**config.mk**
```make
export PLATFORM = sky130hd
export DESIGN_NAME = conv_pool_engine
export DESIGN_NICKNAME = d
export VERILOG_FILES = /design/src/rtl/conv_pool_engine_pkg.sv /design/src/rtl/conv_pool_engine_mac.sv /design/src/rtl/conv_pool_engine.sv
export SDC_FILE = /design/constraint.sdc
export NUM_CORES = 2
export LEC_CHECK = 0
export ABC_AREA = 1
export CAP_MARGIN = 20
export CORE_MARGIN = 10
export CORE_UTILIZATION = 64
export CTS_CLUSTER_DIAMETER = 30
export DETAILED_ROUTE_END_ITERATION = 12
export GPL_TIMING_DRIVEN = 1
export PLACE_DENSITY = 0.92
export SLEW_MARGIN = 20
export SYNTH_ARGS = -nofsm -noshare
export SYNTH_HDL_FRONTEND = slang
export SYNTH_SLANG_ARGS = --single-unit
```
**constraint.sdc**
```tcl
create_clock -name clk -period 9.5 [get_ports clk]
set_clock_uncertainty 0.15 [all_clocks]
set_input_delay 0.95 -clock clk [delete_from_list [all_inputs] [get_ports clk]]
set_output_delay 0.95 -clock clk [all_outputs]
set_load 0.03 [all_outputs]
```
**src/rtl/conv_pool_engine_pkg.sv**
```systemverilog
// rtl/conv_pool_engine_pkg.sv - shared state encoding, tap offsets and bank mapping for conv_pool_engine
package conv_pool_engine_pkg;

  typedef enum logic [2:0] {
    S_IDLE, S_CONV, S_CWR, S_POOL, S_PWR, S_FLAT, S_FWR, S_DONE
  } state_e;

  localparam int DATA_W_DEF = 20;
  localparam int ACC_W      = 2 * DATA_W_DEF + 4;

  function automatic int acc_width(input int data_w);
    return 2 * data_w + 4;
  endfunction

  // Row offset of 3x3 tap t (row-major, t = 0..8); anything else maps to 0
  function automatic logic signed [1:0] tap_dy(input logic [3:0] t);
    if (t < 4'd3)      return -2'sd1;
    else if (t < 4'd6) return 2'sd0;
    else if (t < 4'd9) return 2'sd1;
    else               return 2'sd0;
  endfunction

  function automatic logic signed [1:0] tap_dx(input logic [3:0] t);
    case (t)
      4'd0, 4'd3, 4'd6: return -2'sd1;
      4'd2, 4'd5, 4'd8: return 2'sd1;
      default:          return 2'sd0;
    endcase
  endfunction

  // Layer-memory bank for each phase: conv k, pool k, flatten, idle 0
  function automatic int bank_sel(input state_e s, input int k, input int n_ker);
    case (s)
      S_CONV, S_CWR, S_POOL: return 1 + k;
      S_PWR, S_FLAT:         return 1 + n_ker + k;
      S_FWR:                 return 1 + 2 * n_ker;
      default:               return 0;
    endcase
  endfunction

endpackage

```
**src/rtl/conv_pool_engine_mac.sv**
```systemverilog
// rtl/conv_pool_engine_mac.sv - multiply-accumulate with bias add, round-half-up, saturation and ReLU
module conv_mac
  import conv_pool_engine_pkg::*;
#(
  parameter int DATA_W = 20,
  parameter int FRAC   = 16,
  parameter int ACC_W  = 44
) (
  input  logic                     clk_i,
  input  logic                     reset_i,
  input  logic                     clr_i,
  input  logic                     mac_en_i,
  input  logic                     bias_en_i,
  input  logic signed [DATA_W-1:0] a_i,
  input  logic signed [DATA_W-1:0] b_i,
  output logic        [DATA_W-1:0] res_o
);

  localparam logic signed [ACC_W-1:0] RND_HALF = ACC_W'(1) << (FRAC - 1);
  localparam logic signed [ACC_W-1:0] SAT_MAX  =
    {{(ACC_W-DATA_W+1){1'b0}}, {(DATA_W-1){1'b1}}};

  logic signed [2*DATA_W-1:0] prod;
  logic signed [ACC_W-1:0]    acc_q, acc_d, bias_ext, rnd, shifted;

  assign prod     = a_i * b_i;
  assign bias_ext = {{(ACC_W-DATA_W){b_i[DATA_W-1]}}, b_i} <<< FRAC;

  always_comb begin
    acc_d = acc_q;
    if (clr_i)          acc_d = '0;
    else if (mac_en_i)  acc_d = acc_q + {{(ACC_W-2*DATA_W){prod[2*DATA_W-1]}}, prod};
    else if (bias_en_i) acc_d = acc_q + bias_ext;
  end

  always_ff @(posedge clk_i) begin
    if (reset_i) acc_q <= '0;
    else         acc_q <= acc_d;
  end

  // Saturating to the signed range and then clamping negatives is the same as clamping to [0, max]
  always_comb begin
    rnd     = acc_q + RND_HALF;
    shifted = rnd >>> FRAC;
    if (shifted < 0)             res_o = '0;
    else if (shifted > SAT_MAX)  res_o = SAT_MAX[DATA_W-1:0];
    else                         res_o = shifted[DATA_W-1:0];
  end

endmodule

```
**src/rtl/conv_pool_engine.sv**
```systemverilog
// rtl/conv_pool_engine.sv - 3x3 conv + bias + ReLU, optional 2x2 max-pool and channel-interleaved flatten
module conv_pool_engine
  import conv_pool_engine_pkg::*;
#(
  parameter int IMG_LOG2 = 6,
  parameter int DATA_W   = 20,
  parameter int FRAC     = 16,
  parameter int N_KER    = 2,
  parameter int CSEL_W   = 3
) (
  input  logic                  clk,
  input  logic                  reset,
  input  logic                  ready,
  input  logic                  pool_en,
  output logic                  busy,
  output logic                  done,
  output logic [2*IMG_LOG2-1:0] iaddr,
  input  logic [DATA_W-1:0]     idata,
  output logic [7:0]            waddr,
  input  logic [DATA_W-1:0]     wdata,
  output logic                  crd,
  output logic                  cwr,
  output logic [2*IMG_LOG2-1:0] caddr_rd,
  input  logic [DATA_W-1:0]     cdata_rd,
  output logic [2*IMG_LOG2-1:0] caddr_wr,
  output logic [DATA_W-1:0]     cdata_wr,
  output logic [CSEL_W-1:0]     csel
);

  localparam int AW    = 2 * IMG_LOG2;
  localparam int MAC_W = acc_width(DATA_W);
  localparam logic [IMG_LOG2-1:0] FULL_LAST = '1;
  localparam logic [IMG_LOG2-1:0] HALF_LAST = {1'b0, {(IMG_LOG2-1){1'b1}}};
  localparam logic [CSEL_W-1:0]   K_LAST    = CSEL_W'(N_KER - 1);

  state_e              state_q;
  logic [CSEL_W-1:0]   k_q;
  logic [IMG_LOG2-1:0] y_q, x_q;
  logic [3:0]          c_q;
  logic                pool_q, tap_ok_q;
  logic [DATA_W-1:0]   max_q, cdata_wr_q;
  logic [AW-1:0]       caddr_wr_q;

  logic signed [1:0]   dy, dx;
  logic [IMG_LOG2:0]   ty, tx;
  logic                in_img;
  logic [IMG_LOG2-1:0] lim, x_d, y_d;
  logic [CSEL_W-1:0]   k_d;
  logic                phase_end;
  logic [DATA_W-1:0]   max_d, mac_res;
  logic [AW-1:0]       flat_addr;
  logic                mac_clr, mac_en, bias_en;

  // Tap coordinates carry one extra bit so both -1 and SIDE show up as bit IMG_LOG2 set
  always_comb begin
    dy     = tap_dy(c_q);
    dx     = tap_dx(c_q);
    ty     = {1'b0, y_q} + {{(IMG_LOG2-1){dy[1]}}, dy};
    tx     = {1'b0, x_q} + {{(IMG_LOG2-1){dx[1]}}, dx};
    in_img = ~ty[IMG_LOG2] & ~tx[IMG_LOG2];
  end

  // Shared k/y/x raster advance; pool and flatten walk the half-size pooled grid
  always_comb begin
    lim       = (state_q == S_CWR) ? FULL_LAST : HALF_LAST;
    x_d       = (x_q == lim) ? '0 : x_q + IMG_LOG2'(1);
    y_d       = (x_q == lim) ? ((y_q == lim) ? '0 : y_q + IMG_LOG2'(1)) : y_q;
    phase_end = (x_q == lim) && (y_q == lim) && (k_q == K_LAST);
    k_d       = ((x_q == lim) && (y_q == lim)) ? (phase_end ? '0 : k_q + CSEL_W'(1)) : k_q;
  end

  always_comb begin
    max_d = max_q;
    if (c_q == 4'd1 || $signed(cdata_rd) > $signed(max_q)) max_d = cdata_rd;
    flat_addr = AW'({y_q[IMG_LOG2-2:0], x_q[IMG_LOG2-2:0]}) * AW'(N_KER) + AW'(k_q);
  end

  assign mac_clr = (state_q == S_CONV) && (c_q == 4'd0);
  assign mac_en  = (state_q == S_CONV) && (c_q >= 4'd1) && (c_q <= 4'd9) && tap_ok_q;
  assign bias_en = (state_q == S_CONV) && (c_q == 4'd10);

  conv_mac #(
    .DATA_W (DATA_W),
    .FRAC   (FRAC),
    .ACC_W  (MAC_W)
  ) u_mac (
    .clk_i     (clk),
    .reset_i   (reset),
    .clr_i     (mac_clr),
    .mac_en_i  (mac_en),
    .bias_en_i (bias_en),
    .a_i       (idata),
    .b_i       (wdata),
    .res_o     (mac_res)
  );

  always_ff @(posedge clk) begin
    if (reset) begin
      state_q    <= S_IDLE;
      k_q        <= '0;
      y_q        <= '0;
      x_q        <= '0;
      c_q        <= '0;
      pool_q     <= 1'b0;
      tap_ok_q   <= 1'b0;
      max_q      <= '0;
      caddr_wr_q <= '0;
      cdata_wr_q <= '0;
    end else begin
      case (state_q)
        S_IDLE: if (ready) begin
          pool_q  <= pool_en;
          k_q     <= '0;
          y_q     <= '0;
          x_q     <= '0;
          c_q     <= '0;
          state_q <= S_CONV;
        end
        S_CONV: begin
          tap_ok_q <= in_img;
          if (c_q == 4'd11) begin
            cdata_wr_q <= mac_res;
            caddr_wr_q <= {y_q, x_q};
            c_q        <= '0;
            state_q    <= S_CWR;
          end else begin
            c_q <= c_q + 4'd1;
          end
        end
        S_CWR: begin
          x_q     <= x_d;
          y_q     <= y_d;
          k_q     <= k_d;
          state_q <= phase_end ? (pool_q ? S_POOL : S_DONE) : S_CONV;
        end
        S_POOL: begin
          if (c_q != 4'd0) max_q <= max_d;
          if (c_q == 4'd4) begin
            cdata_wr_q <= max_d;
            caddr_wr_q <= {y_q, x_q};
            c_q        <= '0;
            state_q    <= S_PWR;
          end else begin
            c_q <= c_q + 4'd1;
          end
        end
        S_PWR: begin
          x_q     <= x_d;
          y_q     <= y_d;
          k_q     <= k_d;
          state_q <= phase_end ? S_FLAT : S_POOL;
        end
        S_FLAT: begin
          if (c_q == 4'd1) begin
            cdata_wr_q <= cdata_rd;
            caddr_wr_q <= flat_addr;
            c_q        <= '0;
            state_q    <= S_FWR;
          end else begin
            c_q <= c_q + 4'd1;
          end
        end
        S_FWR: begin
          x_q     <= x_d;
          y_q     <= y_d;
          k_q     <= k_d;
          state_q <= phase_end ? S_DONE : S_FLAT;
        end
        S_DONE:  state_q <= S_IDLE;
        default: state_q <= S_IDLE;
      endcase
    end
  end

  // Strobes and read addresses decode directly from the state/counter registers
  always_comb begin
    busy     = (state_q != S_IDLE) && (state_q != S_DONE);
    done     = (state_q == S_DONE);
    iaddr    = '0;
    waddr    = '0;
    crd      = 1'b0;
    caddr_rd = '0;
    cwr      = (state_q == S_CWR) || (state_q == S_PWR) || (state_q == S_FWR);
    csel     = CSEL_W'(bank_sel(state_q, int'(k_q), N_KER));
    caddr_wr = caddr_wr_q;
    cdata_wr = cdata_wr_q;
    if (state_q == S_CONV) begin
      iaddr = {ty[IMG_LOG2-1:0], tx[IMG_LOG2-1:0]};
      if (c_q <= 4'd9) waddr = 8'(k_q) * 8'd10 + 8'(c_q);
    end
    if (state_q == S_POOL) begin
      crd      = (c_q < 4'd4);
      caddr_rd = {y_q[IMG_LOG2-2:0], c_q[1], x_q[IMG_LOG2-2:0], c_q[0]};
    end
    if (state_q == S_FLAT) begin
      crd      = (c_q == 4'd0);
      caddr_rd = {y_q, x_q};
    end
  end

endmodule
```
* After elaboration in Yosys (flattened, before gate mapping)
Cells that the tools add are included.
Widths: inputs -> output; s select.
** Storage, ports and cells
- Word-level logic and storage cells :: 147
- Input port bits :: 64
- Bits in registers :: 120
- Output and inout bits :: 71
** Cells by class
- Add/subtract/negate cells :: 13
- Eq/ne operators :: 26
- $mul :: 2
- Multiplexer cells :: 50
- Bitwise gates (word level) :: 3
- Reductions and logical operators :: 33
- $lt $le $gt $ge :: 9
** Operators by type and width (count)
- $mux 20 :: 6
- $mux 44 :: 2
- $mux 12 :: 6
- $pmux 20 s3 :: 1
- $add 44x17->44 const B :: 1
- $add 44x36->44 :: 1
- $add 44x44->44 :: 1
- $mul 20x20->40 :: 1
- $pmux 12 s3 :: 1
- $mux 3 :: 10
- $mux 6 :: 5
- $gt 28x20->1 const B :: 1
- $lt 28x1->1 const B :: 1
- $pmux 3 s8 :: 1
- $pmux 6 s2 :: 2
- $gt 20x20->1 :: 1
- $mux 4 :: 4
- $mux 8 :: 2
- $pmux 4 s4 :: 1
- $add 6x7->7 :: 2
- $add 11x3->12 :: 1
- $add 6x1->6 const B :: 2
- $eq 3x3->1 const B :: 4
- $eq 4x3->1 const B :: 3
- other kinds (39) :: 76

* Longest topological paths before layout
- Depth after elaboration :: 8
- Mapped depth :: 45
- Mapped depth without buffers :: 44

* Modules after synthesis
A second synthesis with hierarchy kept.
** Unflattened totals
- Cells, all modules :: 4395
- Area total of the unflattened synthesis :: 29806.1 um2
** Modules (own cells, without submodules)
- conv_mac :: area each 24099.4 um2, cells an instance 3544, instances 1, sequential area each 880.8 um2
- conv_pool_engine :: area each 5706.7 um2, cells an instance 851, instances 1, sequential area each 1521.5 um2

* Worst setup path after synthesis
Ideal clock, no wire load.
- Kind :: input -> register
- From :: input port wdata[2]
- To :: register u_mac.acc_q[43]
- Data required time :: 9216 ps
- Library setup time :: 134 ps
- Path slack :: 1013 ps
- Buffers on the path :: 1
- Stages :: 38
- Arrival :: 8202 ps
- Cell sequence :: clkbuf_1 nand2_1 inv_1 fa_1 fa_1 fa_1 inv_1 fa_1 inv_1 fa_1 fa_1 inv_1 fa_1 inv_1 ha_1 nand2_1 nor2_1 nand3_1 [... 2 more ...] o2111ai_1 xor2_1 ha_1 nand2_1 inv_1 nand2_1 nor2_1 nand2_1 nor2_1 nand2_1 nand3_1 nand2_1 nand2_1 nand2_1 nand2_1 nand2_1 nand2_1 a21oi_1
** On the way
- Cells in the longest elaborated chain, start to end :: 3
- Elaborated cells between the ends (all ways) :: 5
- Classes of those cells :: 2 x add/sub; 1 x mul; 2 x mux
** RTL lines
- from (decl) :: RTL line conv_pool_engine.sv:20 : input logic [DATA_W-1:0] wdata,
- $mul 20x20->40 / $add 44x36->44 (equally long branches) :: RTL line conv_pool_engine_mac.sv:26, conv_pool_engine_mac.sv:33
- $add 44x44->44 / $mux 44 (equally long branches) :: RTL line conv_pool_engine_mac.sv:32, conv_pool_engine_mac.sv:33
- $mux 44 (*) :: RTL line conv_pool_engine_mac.sv:32 : else if (mac_en_i) acc_d = acc_q + {{(ACC_W-2*DATA_W){prod[2*DATA_W-1]}}, prod};
- to (signal assigned) :: RTL line conv_pool_engine_mac.sv:37 : if (reset_i) acc_q <= '0;
- to (signal assigned) :: RTL line conv_pool_engine_mac.sv:38 : else acc_q <= acc_d;
- to (decl) :: RTL line conv_pool_engine_mac.sv:24 : logic signed [ACC_W-1:0] acc_q, acc_d, bias_ext, rnd, shifted;
Mark *: on every way between the ends. The rest lies on a longest branch, timed or not. The select of a mux whose other input is x is not followed.
A chain may end at the register's enable or synchronous reset.

* Worst setup path after layout
- From :: input port wdata[3]
- To :: register u_mac.acc_q[33]
The elaborated chain is that of the path after synthesis.

==> results.yml <==
floorplanning:
  die-width_um: 234.1
  start_util_pct: 64.67
  die_h_um: 234.1
  pin_count: 135
  die_area_um2: 54820
  rows: 78
  core_area_um2: 45380
synth:
  syn_inst: 4318
  ys_top_cells_by_area: "fa_1, inv_1, nand2_1"
  synthArstFlopShare_pct: 0
  syn_nets: 5036
  synth_most_common_cell: "inv_1"
  ys.flop_type: "dfxtp_1"
  synth_area_um2: 29350
  yosysTopAreaCell: "fa_1"
  synth_edf_count: 0
  yosysUniqueCellTypes: 59
  synth_seq_area_share_pct: 8.186
  yosysWarningCount: 0
  yosys_register_bits: 120
  yosysTopAreaCellShare_pct: 29.06
  synth_common_cells: "inv_1, nand2_1, fa_1"
  avgSynthCellArea_um2: 6.797
critical_path:
  worst-path-max-fanout: 21
  r2r_cells: 15
  worst_ep_arrival_time_ps: 9390
  crit_type: "in2reg"
  crit_start: "wdata[3]"
  cp.required_ps: 9710
  r2r_setup_slack_ps: 5610
  r2r-start: "max_q[19]$_SDFFE_PP0P_"
  start_kind: "input port"
  max_stage_delay_ps: 540
  endpoint: "u_mac.acc_q[33]$_SDFFE_PP0P_"
  crit_path_end_kind: "register"
  crit_path_frequent_cell: "inv_1"
  slowest_stage: "fa_1"
  reg2reg_to: "cdata_wr[15]$_SDFFE_PP0P_"
routing:
  ant_nets: 0
  viasPerCell: 5.752
  drtPass1Iterations: 8
  num_vias: 29390
  wl_per_cell_um: 18.85
  drt_wl_total_um: 96300
  drc_errors: 0
  drtIter0Drc: 3390
clocking:
  path_clk_slew_ps: 70
  ctsResizeCount: 0
  hold_buffers: 0
  cts_tree: "done"
  htree_levels: 4
  cts-root-buf: "clkbuf_16"
  cts_inserted_buffers: 17
  cts_setup_buffers: 0
  clock_sinks: 120
  clockBufferDepth: 2
  clk_latency_ps: 460
timing:
  tightest_slew_ps: 991.9
  period_needed_ps: 9179
  fin_crit_sh_pct: 96.62
  max_freq_mhz: 108.9
  slew_viol_final: 0
  finalHoldViolCount: 0
  slew_headroom_pct: 33.72
  setup_viol: 0
flow_run:
  cap_viol_max_count: 0
min_path:
  hp-class: "reg2reg"
grt:
  grt_usage_pct: 35.40
  antenna_found_initial: 4
  grt_first_pass_wirelength_um: 153300
  grt_max_degree: 63
  grt_pass1_vias: 29940
  overflow: 0
placement:
  dp_hpwl_um: 78630
  port_buffers: 134
  dpl.cell_count: 5076
  postPlaceCellArea_um2: 32300
  gp_congestion: 1.034
status:
  status: "completed"
cells_and_area:
  fillers: 3425
  drive_gt1_share_pct: 6.411
  synthToLayoutAreaGrowth_pct: 12.41
  final-instance-count-excl-fill: 5109
  fin_util_pct: 72.70
  seqCellArea_um2: 2402
  multi_input_area_um2: 22360
  nets: 5213
  design_area_um2: 32990
[cell families after synthesis]
group | synth area share [%]
buffers and inverters | 15.97
AO/OA/AOI/OAI | 10.15
flip-flops | 8.186
AND/OR/NAND/NOR | 24.30
XOR/XNOR | 2.622
adder cells (fa/ha/maj) | 38.78
[stage by stage]
stage	hold WS (ps)	worst slack, ps	setup TNS [ps]
after floorplan	273.8	1014	0
after global placement	286.4	-22.22	-22.22
after detailed placement	291.4	-195.2	-691.6
after CTS	300.6	257.6	0
after global routing	342.1	-8.483	-8.483
final	300.1	320.7	0
[cell type report]
cell class	instances	area share, %
multi-input cells	2971	67.77
flip-flops and latches	120	7.282
repair buffers	289	8.450
well taps	600	2.276
diodes	1	0.007585
inverters	1096	12.49
clock inverters	13	0.3565
clock buffers	19	1.373
[flip-flops by register name, indices dropped and copies added, names as in the netlist]
signal and count:
max_q 20, y_q 6, c_q 4, u_mac.acc_q 44, state_q 3, pool_q 1, k_q 3, cdata_wr 20
tap_ok_q 1, x_q 6, caddr_wr 12
[worst min-delay path by stage]
stage                              from                   to  slack, ps  depth (start not counted)
floorplan           pool_q$_SDFFE_PP0P_  pool_q$_SDFFE_PP0P_        270                          2
global placement    pool_q$_SDFFE_PP0P_  pool_q$_SDFFE_PP0P_        290                          2
detailed placement  pool_q$_SDFFE_PP0P_  pool_q$_SDFFE_PP0P_        290                          2
CTS                 pool_q$_SDFFE_PP0P_  pool_q$_SDFFE_PP0P_        300                          2
global route        pool_q$_SDFFE_PP0P_  pool_q$_SDFFE_PP0P_        340                          2
finish              pool_q$_SDFFE_PP0P_  pool_q$_SDFFE_PP0P_        300                          2
[per-layer routing]
metal | vias up | track usage, % | part of all wire [%] | wire length (um)
li1 | 13410 | - | - | -
met5 | - | 0 | 0.048 | 46
met4 | 6 | 18.91 | 5.8 | 5560
met2 | 1864 | 57.44 | 47 | 44810
met3 | 457 | 7.928 | 11 | 10410
met1 | 13650 | 43.46 | 37 | 35460
[critical path: cells and delay by family]
family                     cells  cell delay, ps
and+or+nand+nor               15            2030
buffers and inverters         12            1420
AOI/OAI and AO/OA              3             400
xor gates and xnor gates       1             370
adders and majority gates      9            4220
[cell usage in the layout, fill, tap and decap left out, drive strengths merged, types with 4 or more instances in the layout]
| cell type | instances |
|---|---|
| inv | 1098 |
| nand2 | 997 |
| fa | 426 |
| nor2 | 361 |
| a21oi | 233 |
| ha | 228 |
| nand3 | 206 |
| o21ai | 181 |
| buf | 155 |
| clkdlybuf4s50 | 126 |
| dfxtp | 120 |
| xor2 | 48 |
| nor3 | 42 |
| xnor2 | 39 |
| nand4 | 37 |
| nand3b | 26 |
| a31oi | 23 |
| clkbuf | 19 |
| a21o | 18 |
| or2 | 17 |
| o21bai | 17 |
| o22ai | 15 |
| a211oi | 12 |
| o211ai | 10 |
| dlymetal6s2s | 8 |
| nor4 | 8 |
| a21boi | 5 |
| clkinvlp | 5 |
| clkinv | 5 |
| a31o | 4 |
Power is left out: the tool's default activity adds up to more than one toggle a clock period on the data nets, which glitch-free logic cannot reach.
